===== src/rtl/adsr_envelope_pkg.sv =====
// Shared definitions for the ADSR envelope generator: state encodings and default widths.
package adsr_envelope_pkg;

  localparam int unsigned ENV_ACC_W  = 16;
  localparam int unsigned ENV_LVL_W  = 7;
  localparam int unsigned ENV_RATE_W = 8;

  typedef logic [2:0] env_state_t;

  localparam env_state_t ENV_IDLE    = 3'd0;
  localparam env_state_t ENV_ATTACK  = 3'd1;
  localparam env_state_t ENV_DECAY   = 3'd2;
  localparam env_state_t ENV_SUSTAIN = 3'd3;
  localparam env_state_t ENV_RELEASE = 3'd4;

  // States in which a note_off moves the envelope into release.
  function automatic logic env_gated(input env_state_t state);
    return (state == ENV_ATTACK) || (state == ENV_DECAY) || (state == ENV_SUSTAIN);
  endfunction

endpackage


===== src/rtl/adsr_envelope_if.sv =====
// Control and level bundle between the voice allocator and one ADSR envelope.
interface adsr_envelope_if
  import adsr_envelope_pkg::*;
#(
  parameter int unsigned LVL_W  = ENV_LVL_W,
  parameter int unsigned RATE_W = ENV_RATE_W
);

  logic              sample_rate;
  logic              note_on;
  logic              note_off;
  logic [RATE_W-1:0] attack_rate;
  logic [RATE_W-1:0] decay_rate;
  logic [LVL_W-1:0]  sustain_lvl;
  logic [RATE_W-1:0] release_rate;
  logic [LVL_W-1:0]  env_scale;
  logic              env_dv;
  logic              env_active;

  modport master (
    output sample_rate, note_on, note_off, attack_rate, decay_rate, sustain_lvl, release_rate,
    input  env_scale, env_dv, env_active
  );

  modport slave (
    input  sample_rate, note_on, note_off, attack_rate, decay_rate, sustain_lvl, release_rate,
    output env_scale, env_dv, env_active
  );

endinterface


===== src/rtl/adsr_envelope_rate_step.sv =====
// Saturating one-tick step of the envelope accumulator toward a clamp target.
module adsr_envelope_rate_step #(
  parameter int unsigned ACC_W  = 16,
  parameter int unsigned RATE_W = 8
) (
  input  logic [ACC_W-1:0]  acc,
  input  logic [RATE_W-1:0] rate,
  input  logic [ACC_W-1:0]  target,
  input  logic              up,
  output logic [ACC_W-1:0]  acc_next,
  output logic              reached
);

  logic [ACC_W-1:0] rate_w;
  logic [ACC_W:0]   sum_ext;
  logic [ACC_W:0]   floor_ext;

  assign rate_w    = ACC_W'(rate);
  assign sum_ext   = {1'b0, acc} + {1'b0, rate_w};
  // acc - rate <= target rewritten as acc <= target + rate so nothing can underflow.
  assign floor_ext = {1'b0, target} + {1'b0, rate_w};

  always_comb begin
    if (rate == '0) begin
      reached = 1'b1;
    end else if (up) begin
      reached = (sum_ext >= {1'b0, target});
    end else begin
      reached = (floor_ext >= {1'b0, acc});
    end
  end

  assign acc_next = reached ? target : (up ? (acc + rate_w) : (acc - rate_w));

endmodule


===== src/rtl/adsr_envelope.sv =====
// Per-voice ADSR envelope: FSM plus level accumulator, stepping once per sample_rate strobe.
module adsr_envelope
  import adsr_envelope_pkg::*;
#(
  parameter int unsigned ACC_W  = ENV_ACC_W,
  parameter int unsigned LVL_W  = ENV_LVL_W,
  parameter int unsigned RATE_W = ENV_RATE_W
) (
  input logic            clk,
  input logic            rst,
  adsr_envelope_if.slave bus
);

  localparam logic [ACC_W-1:0] ACC_MAX = '1;
  localparam int unsigned      PAD_W   = ACC_W - LVL_W;

  env_state_t       state_q, state_d;
  logic [ACC_W-1:0] acc_q, acc_d;
  logic             env_dv_q, env_active_q;

  logic [ACC_W-1:0]  sus_tgt;
  logic              note_off_ok;
  logic              tick;
  logic              step_up;
  logic [RATE_W-1:0] step_rate;
  logic [ACC_W-1:0]  step_tgt;
  logic [ACC_W-1:0]  step_next;
  logic              step_reached;

  assign sus_tgt     = {bus.sustain_lvl, {PAD_W{1'b0}}};
  assign note_off_ok = bus.note_off && !bus.note_on && env_gated(state_q);
  // An ignored note_off does not steal the tick.
  assign tick        = bus.sample_rate && !bus.note_on && !note_off_ok;

  always_comb begin
    step_up   = 1'b0;
    step_rate = bus.release_rate;
    step_tgt  = '0;
    case (state_q)
      ENV_ATTACK: begin
        step_up   = 1'b1;
        step_rate = bus.attack_rate;
        step_tgt  = ACC_MAX;
      end
      ENV_DECAY: begin
        step_rate = bus.decay_rate;
        step_tgt  = sus_tgt;
      end
      default: ;
    endcase
  end

  adsr_envelope_rate_step #(
    .ACC_W  (ACC_W),
    .RATE_W (RATE_W)
  ) u_rate_step (
    .acc      (acc_q),
    .rate     (step_rate),
    .target   (step_tgt),
    .up       (step_up),
    .acc_next (step_next),
    .reached  (step_reached)
  );

  always_comb begin
    state_d = state_q;
    acc_d   = acc_q;
    if (bus.note_on) begin
      state_d = ENV_ATTACK;
    end else if (note_off_ok) begin
      state_d = ENV_RELEASE;
    end else if (bus.sample_rate) begin
      case (state_q)
        ENV_IDLE: acc_d = '0;
        ENV_ATTACK: begin
          acc_d = step_next;
          if (step_reached) state_d = ENV_DECAY;
        end
        ENV_DECAY: begin
          acc_d = step_next;
          if (step_reached) state_d = ENV_SUSTAIN;
        end
        ENV_SUSTAIN: acc_d = sus_tgt;
        ENV_RELEASE: begin
          acc_d = step_next;
          if (step_reached) state_d = ENV_IDLE;
        end
        default: begin
          state_d = ENV_IDLE;
          acc_d   = '0;
        end
      endcase
    end
  end

  always_ff @(posedge clk) begin
    if (rst) begin
      state_q      <= ENV_IDLE;
      acc_q        <= '0;
      env_dv_q     <= 1'b0;
      env_active_q <= 1'b0;
    end else begin
      state_q      <= state_d;
      acc_q        <= acc_d;
      env_dv_q     <= tick;
      env_active_q <= (state_d != ENV_IDLE);
    end
  end

  assign bus.env_scale  = acc_q[ACC_W-1 -: LVL_W];
  assign bus.env_dv     = env_dv_q;
  assign bus.env_active = env_active_q;

endmodule

===== src/flat_wrapper.sv =====
// flat-port wrapper written by rule: the top's interface ports become plain ports
module adsr_envelope_flat import adsr_envelope_pkg::*;
#(
  parameter int unsigned ACC_W  = ENV_ACC_W,
  parameter int unsigned LVL_W  = ENV_LVL_W,
  parameter int unsigned RATE_W = ENV_RATE_W
)
  (clk, rst, bus_sample_rate, bus_note_on, bus_note_off, bus_attack_rate, bus_decay_rate, bus_sustain_lvl, bus_release_rate, bus_env_scale, bus_env_dv, bus_env_active);
  adsr_envelope_if #(.LVL_W(LVL_W), .RATE_W(RATE_W)) bus_i ();
  input logic clk;
  input logic rst;
  input wire logic [$bits(bus_i.sample_rate)-1:0] bus_sample_rate;
  input wire logic [$bits(bus_i.note_on)-1:0] bus_note_on;
  input wire logic [$bits(bus_i.note_off)-1:0] bus_note_off;
  input wire logic [$bits(bus_i.attack_rate)-1:0] bus_attack_rate;
  input wire logic [$bits(bus_i.decay_rate)-1:0] bus_decay_rate;
  input wire logic [$bits(bus_i.sustain_lvl)-1:0] bus_sustain_lvl;
  input wire logic [$bits(bus_i.release_rate)-1:0] bus_release_rate;
  output wire logic [$bits(bus_i.env_scale)-1:0] bus_env_scale;
  output wire logic [$bits(bus_i.env_dv)-1:0] bus_env_dv;
  output wire logic [$bits(bus_i.env_active)-1:0] bus_env_active;
  assign bus_i.sample_rate = bus_sample_rate;
  assign bus_i.note_on = bus_note_on;
  assign bus_i.note_off = bus_note_off;
  assign bus_i.attack_rate = bus_attack_rate;
  assign bus_i.decay_rate = bus_decay_rate;
  assign bus_i.sustain_lvl = bus_sustain_lvl;
  assign bus_i.release_rate = bus_release_rate;
  assign bus_env_scale = bus_i.env_scale;
  assign bus_env_dv = bus_i.env_dv;
  assign bus_env_active = bus_i.env_active;
  adsr_envelope #(.ACC_W(ACC_W), .LVL_W(LVL_W), .RATE_W(RATE_W)) u_core (.clk(clk), .rst(rst), .bus(bus_i));
endmodule

===== config.mk =====
export PLATFORM = sky130hd
export DESIGN_NAME = adsr_envelope_flat
export DESIGN_NICKNAME = d
export VERILOG_FILES = /design/src/rtl/adsr_envelope_pkg.sv /design/src/rtl/adsr_envelope_if.sv /design/src/rtl/adsr_envelope_rate_step.sv /design/src/rtl/adsr_envelope.sv /design/src/flat_wrapper.sv
export SDC_FILE = /design/constraint.sdc
export NUM_CORES = 1
export LEC_CHECK = 0
export CAP_MARGIN = 25
export CORE_UTILIZATION = 40
export CTS_CLUSTER_DIAMETER = 100
export DETAILED_ROUTE_END_ITERATION = 7
export HOLD_SLACK_MARGIN = 0.15
export PLACE_DENSITY = 0.71
export SLEW_MARGIN = 20
export SYNTH_ARGS = -nofsm -noshare
export SYNTH_HDL_FRONTEND = slang
export SYNTH_HIERARCHICAL = 1
export SYNTH_SLANG_ARGS = --single-unit

===== constraint.sdc =====
create_clock -name clk -period 13.74 [get_ports clk]
set_clock_uncertainty 0.15 [all_clocks]
set_input_delay 2.748 -clock clk [delete_from_list [all_inputs] [get_ports clk]]
set_output_delay 2.748 -clock clk [all_outputs]
set_load 0.005 [all_outputs]

After elaboration in Yosys (flattened, before gate mapping)
Cells that the tools add are included.
Storage, ports and cells
  register bits after elaboration: 21
  input bits: 36
Operators by class
  add/subtract/negate cells: 4
  $lt $le $gt $ge: 2
  equal/unequal tests: 4
  mux-type cells: 15
  bitwise logic cells: 2
  reduce and logical (&&, ||, !) cells: 14
Operators by type and width (number)
  16-bit one-hot mux with 2 select lines: 2
  16-bit by 8-bit adder with 17-bit output: 2
  17-bit by 16-bit greater-or-equal comparator with 1-bit output: 2
  16-bit two-way mux: 2
  3-bit two-way mux: 6
  16-bit by 8-bit adder with 16-bit output: 1
  8-bit one-hot mux with 2 select lines: 1
  16-bit by 8-bit subtractor with 16-bit output: 1
  3-bit one-hot mux with 4 select lines: 1
  8-bit logical NOT: 1
  3-bit by 2-bit == test with 1-bit output, second input constant: 2
  1-bit logical AND: 4
  3-bit by 1-bit == test with 1-bit output, second input constant: 1
  3-bit == test, second input constant: 1
  3-bit logical NOT: 1
  1-bit two-way mux: 3
  3-bit AND reduction: 1
  3-bit nonzero test: 1
  3-bit OR reduction: 1
  1-bit logical NOT: 2
  1-bit logical OR: 2
  1-bit NOT: 2
  2-bit OR reduction: 1

Logic depth before layout (Yosys ltp)
  word-level depth: 12
  mapped depth: 30

By module
The synthesis kept the hierarchy.
By module, submodules not included
  adsr_envelope_rate_step: times used 1, cells an instance 370, area each 2835.2 µm²
  adsr_envelope: times used 1, cells an instance 216, area each 1589.0 µm²

Least setup slack after synthesis
No wires, ideal clock.
  kind: input to register
  from: in bus_attack_rate[0]
  to: reg u_core.acc_q[11]
  library setup time: 0.123 ns
  arrival time: 7.489 ns
  data required time: 13.467 ns
  slack: 5.978 ns
  stages on the path: 26
  cells stage by stage: nor2_1 a21oi_1 o22ai_1 a21oi_1 ha_1 inv_1 fa_1 nor2b_1 o21ai_1 a21oi_1 o31ai_2 nor2_1 nand4_1 xnor2_1 ha_1 o21ai_2 nor3_4 a2111oi_2 o21ai_1 a31o_2 o22ai_4 mux2_4 mux2_1 a22o_1 a221oi_1 nor2_1
Between the ends
  cells in the longest elaborated chain, start to end: 7
  elaborated cells between the ends (all ways): 13
  classes of those cells: add/sub (4); order compare (2); mux (6); reduce/logical (1)
Ends and longest elaborated chain
  start: declaration: RTL line flat_wrapper.sv:15  | input wire logic [$bits(bus_i.attack_rate)-1:0] bus_attack_rate;
  8-bit one-hot mux with 2 select lines (*): RTL line adsr_envelope.sv:39  | case (state_q)
  via u_core.step_rate[0]: RTL line adsr_envelope.sv:25  | logic [RATE_W-1:0] step_rate;
  16-bit by 8-bit adder with 17-bit output (on tied branches): RTL line adsr_envelope_rate_step.sv:21, adsr_envelope_rate_step.sv:19
  17-bit by 16-bit greater-or-equal comparator with 1-bit output (on tied branches): RTL line adsr_envelope_rate_step.sv:29, adsr_envelope_rate_step.sv:27
  1-bit two-way mux: RTL line adsr_envelope_rate_step.sv:26  | end else if (up) begin
  1-bit two-way mux: RTL line adsr_envelope_rate_step.sv:24  | if (rate == '0) begin
  16-bit two-way mux (*): RTL line adsr_envelope_rate_step.sv:33  | assign acc_next = reached ? target : (up ? (acc + rate_w) : (acc - rate_w));
  via u_core.step_next[11]: RTL line adsr_envelope.sv:27  | logic [ACC_W-1:0] step_next;
  16-bit one-hot mux with 2 select lines (*): RTL line adsr_envelope.sv:73  | case (state_q)
  end signal: assignment: RTL line adsr_envelope.sv:99  | acc_q <= '0;
  end signal: assignment: RTL line adsr_envelope.sv:104  | acc_q <= acc_d;
  end: declaration: RTL line adsr_envelope.sv:18  | logic [ACC_W-1:0] acc_q, acc_d;
Mark *: on every way through the listed nets, which the timed path passes. The rest lies on a longest branch.
A chain may end at the register's enable or synchronous reset.

Worst setup path after layout
  from: in bus_release_rate[0]
  to: reg u_core.acc_q[15]
Between the ends
  cells in the longest elaborated chain, start to end: 7
  elaborated cells between the ends (all ways): 13
  classes of those cells: add/sub (4); order compare (2); mux (6); reduce/logical (1)
Ends and longest elaborated chain
  start: declaration: RTL line flat_wrapper.sv:18  | input wire logic [$bits(bus_i.release_rate)-1:0] bus_release_rate;
  8-bit one-hot mux with 2 select lines (*): RTL line adsr_envelope.sv:39
  via u_core.step_rate[0]: RTL line adsr_envelope.sv:25
  16-bit by 8-bit adder with 17-bit output (on tied branches): RTL line adsr_envelope_rate_step.sv:21, adsr_envelope_rate_step.sv:19
  17-bit by 16-bit greater-or-equal comparator with 1-bit output (on tied branches): RTL line adsr_envelope_rate_step.sv:29, adsr_envelope_rate_step.sv:27
  1-bit two-way mux: RTL line adsr_envelope_rate_step.sv:26
  1-bit two-way mux: RTL line adsr_envelope_rate_step.sv:24
  16-bit two-way mux (*): RTL line adsr_envelope_rate_step.sv:33
  via u_core.step_next[15]: RTL line adsr_envelope.sv:27
  16-bit one-hot mux with 2 select lines (*): RTL line adsr_envelope.sv:73
Marks and branches as above.

==> impl_metrics.csv <==
group,metric,value,unit
worst_setup_path,wp_data_arrival,8.93,ns
detailed_routing,route.detailed.wl_per_inst,15.5,um
clock_tree,clock_tree.htree_level_count,1,
sta,worst_slack,4.83,ns
clock_tree,cts_inserted_buffers,3,
final_layout,area_used_by_sequential_logic_in_the_layout,420,sq um
logic_synthesis,postSynth.asyncResetShare,0,
logic_synthesis,synth_largest_area_cell,"sky130_fd_sc_hd__ha_1",
floorplan,initial_utilization,0.410,
grt,antenna_found_initial,0,
clock_tree,clock_tree_from_tritoncts,"yes",
clock_tree,clock_root_cell,"sky130_fd_sc_hd__clkbuf_8",
worst_setup_path,timing.critical_path.to_type,"flip-flop",
final_layout,final_nets,718,
clock_tree,ctsHoldBuffers,0,
floorplan,core-area,10800,sq um
detailed_routing,detailedRoute.firstPassIterationCount,5,
grt,number_of_global_route_vias_before_repair,4134,
worst_setup_path,timing.critical_path.fanout_max,17,
worst_setup_path,crit_type,"in2reg",
clock_tree,cts.sinks,21,
power,switching_share,0.449,
logic_synthesis,synth_flop_cell,"sky130_fd_sc_hd__dfxtp_1",
floorplan,die_x,107,um
clock_tree,cts_setup_buffers,0,
worst_setup_path,crit_path_start_kind,"primary input",
clock_tree,cts_repair_resize_count,0,
logic_synthesis,post-synth-top-count-cell,"sky130_fd_sc_hd__nor2_1",
power,power_density,76.6,nW/um^2
worst_setup_path,critical-path-max-stage-delay,0.61,ns
logic_synthesis,ys_top_cells_by_count,"sky130_fd_sc_hd__nor2_1, sky130_fd_sc_hd__ha_1, sky130_fd_sc_hd__a21oi_1",
run_status,status,"finished clean",
sta,max_freq,0.112,GHz
place,port-buffer-count,44,
final_layout,filler_cell_count,1062,
sta,max_slew_headroom_at_the_worst_pin,0.405,
logic_synthesis,yosys_warnings,6,
sta,timing.setup.tns,0,ns
clock_tree,max-clock-path-buffers,2,
sta,rsz0062_at_grt,"false",
logic_synthesis,syn_area,4420,sq um
floorplan,floorplan.die_area,11500,sq um
floorplan,num_rows,38,
logic_synthesis,synth-seq-area-share,0.0950,
power,largest_vdd_supply_drop,46.0,uV
detailed_routing,drc_errors,0,
final_layout,final_cell_utilization_of_the_core,0.460,
power,total_leakage_power,0.00207,uW
sta,min_period_over_period,0.649,
detailed_routing,avgViaCountPerCell,5.66,
detailed_routing,finalWirelength,11700,um
hold_path,holdCritPathClass,"reg2reg",
sta,finalSetupViolations,0,
place,dp_slack,4.58,ns
floorplan,io-pin-count,45,
logic_synthesis,synthesis.area_per_instance,7.55,sq um
worst_setup_path,critPathRequiredTime,13.75,ns
logic_synthesis,netlist.area_leader.share,0.181,
logic_synthesis,postSynthRegisterBits,21,
grt,maximum_number_of_pins_on_one_net_before_global_route_repair,51,
floorplan,dieHeight,107,um
sta,timing_hold_violations_final,0,
logic_synthesis,synthesis.nets,689,
final_layout,antenna_cells,0,
worst_setup_path,slowest_stage,"sky130_fd_sc_hd__o22ai_4",
flow_run,count_of_max_cap_constraint_violations,0,
clock_tree,clkLatencyLatePin,0.27,ns
power,power_switching,171,uW
sta,timing_max_transition_violations_final,0,
final_layout,drive_gt1_frac,0.0733,
sta,finalCriticalPeriod,8.91,ns
final_layout,area.growth.synth_to_final,12.1,%
power,reg_power_frac,0.182,
power,pwr-share-comb,0.703,
detailed_routing,ant_nets,0,
grt,grt_first_pass_wirelength,19500,um
logic_synthesis,synthTopCellsByArea,"sky130_fd_sc_hd__ha_1, sky130_fd_sc_hd__dfxtp_1, sky130_fd_sc_hd__xnor2_1",
clock_tree,path_clk_slew,0.08,ns
final_layout,multi_input_comb_area,3620,sq um
detailed_routing,vias,4267,
power,internal-power,209,uW
sta,worst-slew-pin-transition,0.891,ns
power,share_clk_of_total_power,0.115,
logic_synthesis,synth-edff-count,0,
grt,grt_usage,0.210,
grt,globalRoute.totalOverflow,0,
place,gpl_wtd_cong,0.923,
logic_synthesis,number_of_instances_in_the_synthesized_netlist,586,
logic_synthesis,post_synth_num_cell_types,65,
detailed_routing,detailedRoute.firstIterationViolations,213,
place,hpwlAfterDp,9440,um
[cell families after synthesis]
family	share of synthesized area
xor+xnor	0.0911
mux	0.0656
flops	0.0950
buf+inv	0.0871
fa+ha+maj	0.195
simple gates	0.204
compound gates	0.263
[sequential cells by signal (all words and copies together) (netlist names)]
name,flops
u_core/acc_q,16
u_core/bus.env_active,1
u_core/bus.env_dv,1
u_core/state_q,3
[layout make-up]
class | instances | share of cell area
flip-flops and latches | 21 | 0.0848
clock inverters | 1 | 0.00101
clock buffers | 3 | 0.00832
multi-input cells | 484 | 0.730
inverters | 55 | 0.0416
repair buffers | 50 | 0.0994
well taps | 140 | 0.0353
[worst max-delay path, delay by kind of cell]
family / cells / cell delay [ns]
compound gates: 13 / 3.10
xor+xnor: 1 / 0.16
fa+ha+maj: 3 / 1.04
buf+inv: 2 / 0.57
mux: 2 / 0.64
simple gates: 6 / 0.64
[per-layer routing]
metal  up-vias  routed length [um]  global-route usage
met1      1970                5340               0.258
met4         0                 282              0.0675
met5         -                   0                   0
li1       2171                   -                   -
met3        24                 452              0.0213
met2       102                5630               0.380
[power groups by stage]
stage / combinational [uW] / clock [uW] / sequential [uW]
6_report: 267 / 43.7 / 69.2
3_5_place_dp: 262 / 0 / 70.8
2_1_floorplan: 208 / 0 / 68.7
3_3_place_gp: 254 / 0 / 70.7
5_1_grt: 296 / 46.9 / 69.8
4_1_cts: 264 / 45.8 / 69.3
[worst paths after layout]
kind | startpoint | end | cells after the start | slack, ns
worst max register to register | u_core/state_q[0]$_SDFF_PP0_ | u_core/acc_q[15]$_SDFFE_PP0P_ | 27 | 7.01
worst min-delay path | u_core/acc_q[15]$_SDFFE_PP0P_ | u_core/acc_q[15]$_SDFFE_PP0P_ | 2 | 0.47
worst min register to register | u_core/acc_q[15]$_SDFFE_PP0P_ | u_core/acc_q[15]$_SDFFE_PP0P_ | 2 | 0.47
worst max-delay path | bus_release_rate[0] | u_core/acc_q[15]$_SDFFE_PP0P_ | 27 | 4.83
[stage by stage]
step	instance area, sq um	hold WS [ns]	cells	power [uW]
3_5_place_dp	4900	0.468	749	333
5_1_grt	4960	0.519	754	413
4_1_cts	4940	0.481	753	379
3_3_place_gp	4900	0.467	749	324
6_report	4960	0.473	754	380
2_1_floorplan	4420	0.390	586	277
[layout by cell type (no fill, tap or decap), types with 11 or more instances in the layout]
master                            synthesis  layout
sky130_fd_sc_hd__clkdlybuf4s50_1          0      44
sky130_fd_sc_hd__nor3_1                  13      13
sky130_fd_sc_hd__nand2_1                 14      14
sky130_fd_sc_hd__mux2i_1                 11      11
sky130_fd_sc_hd__dfxtp_1                 21      21
sky130_fd_sc_hd__ha_1                    64      64
sky130_fd_sc_hd__xnor2_1                 35      35
sky130_fd_sc_hd__o21a_1                  14      14
sky130_fd_sc_hd__a21oi_1                 61      61
sky130_fd_sc_hd__o21ai_0                 24      24
sky130_fd_sc_hd__xor2_1                  11      11
sky130_fd_sc_hd__a21o_1                  11      11
sky130_fd_sc_hd__nor2_1                  74      74
sky130_fd_sc_hd__inv_1                   53      53
Power figures use the tool's default switching activity.
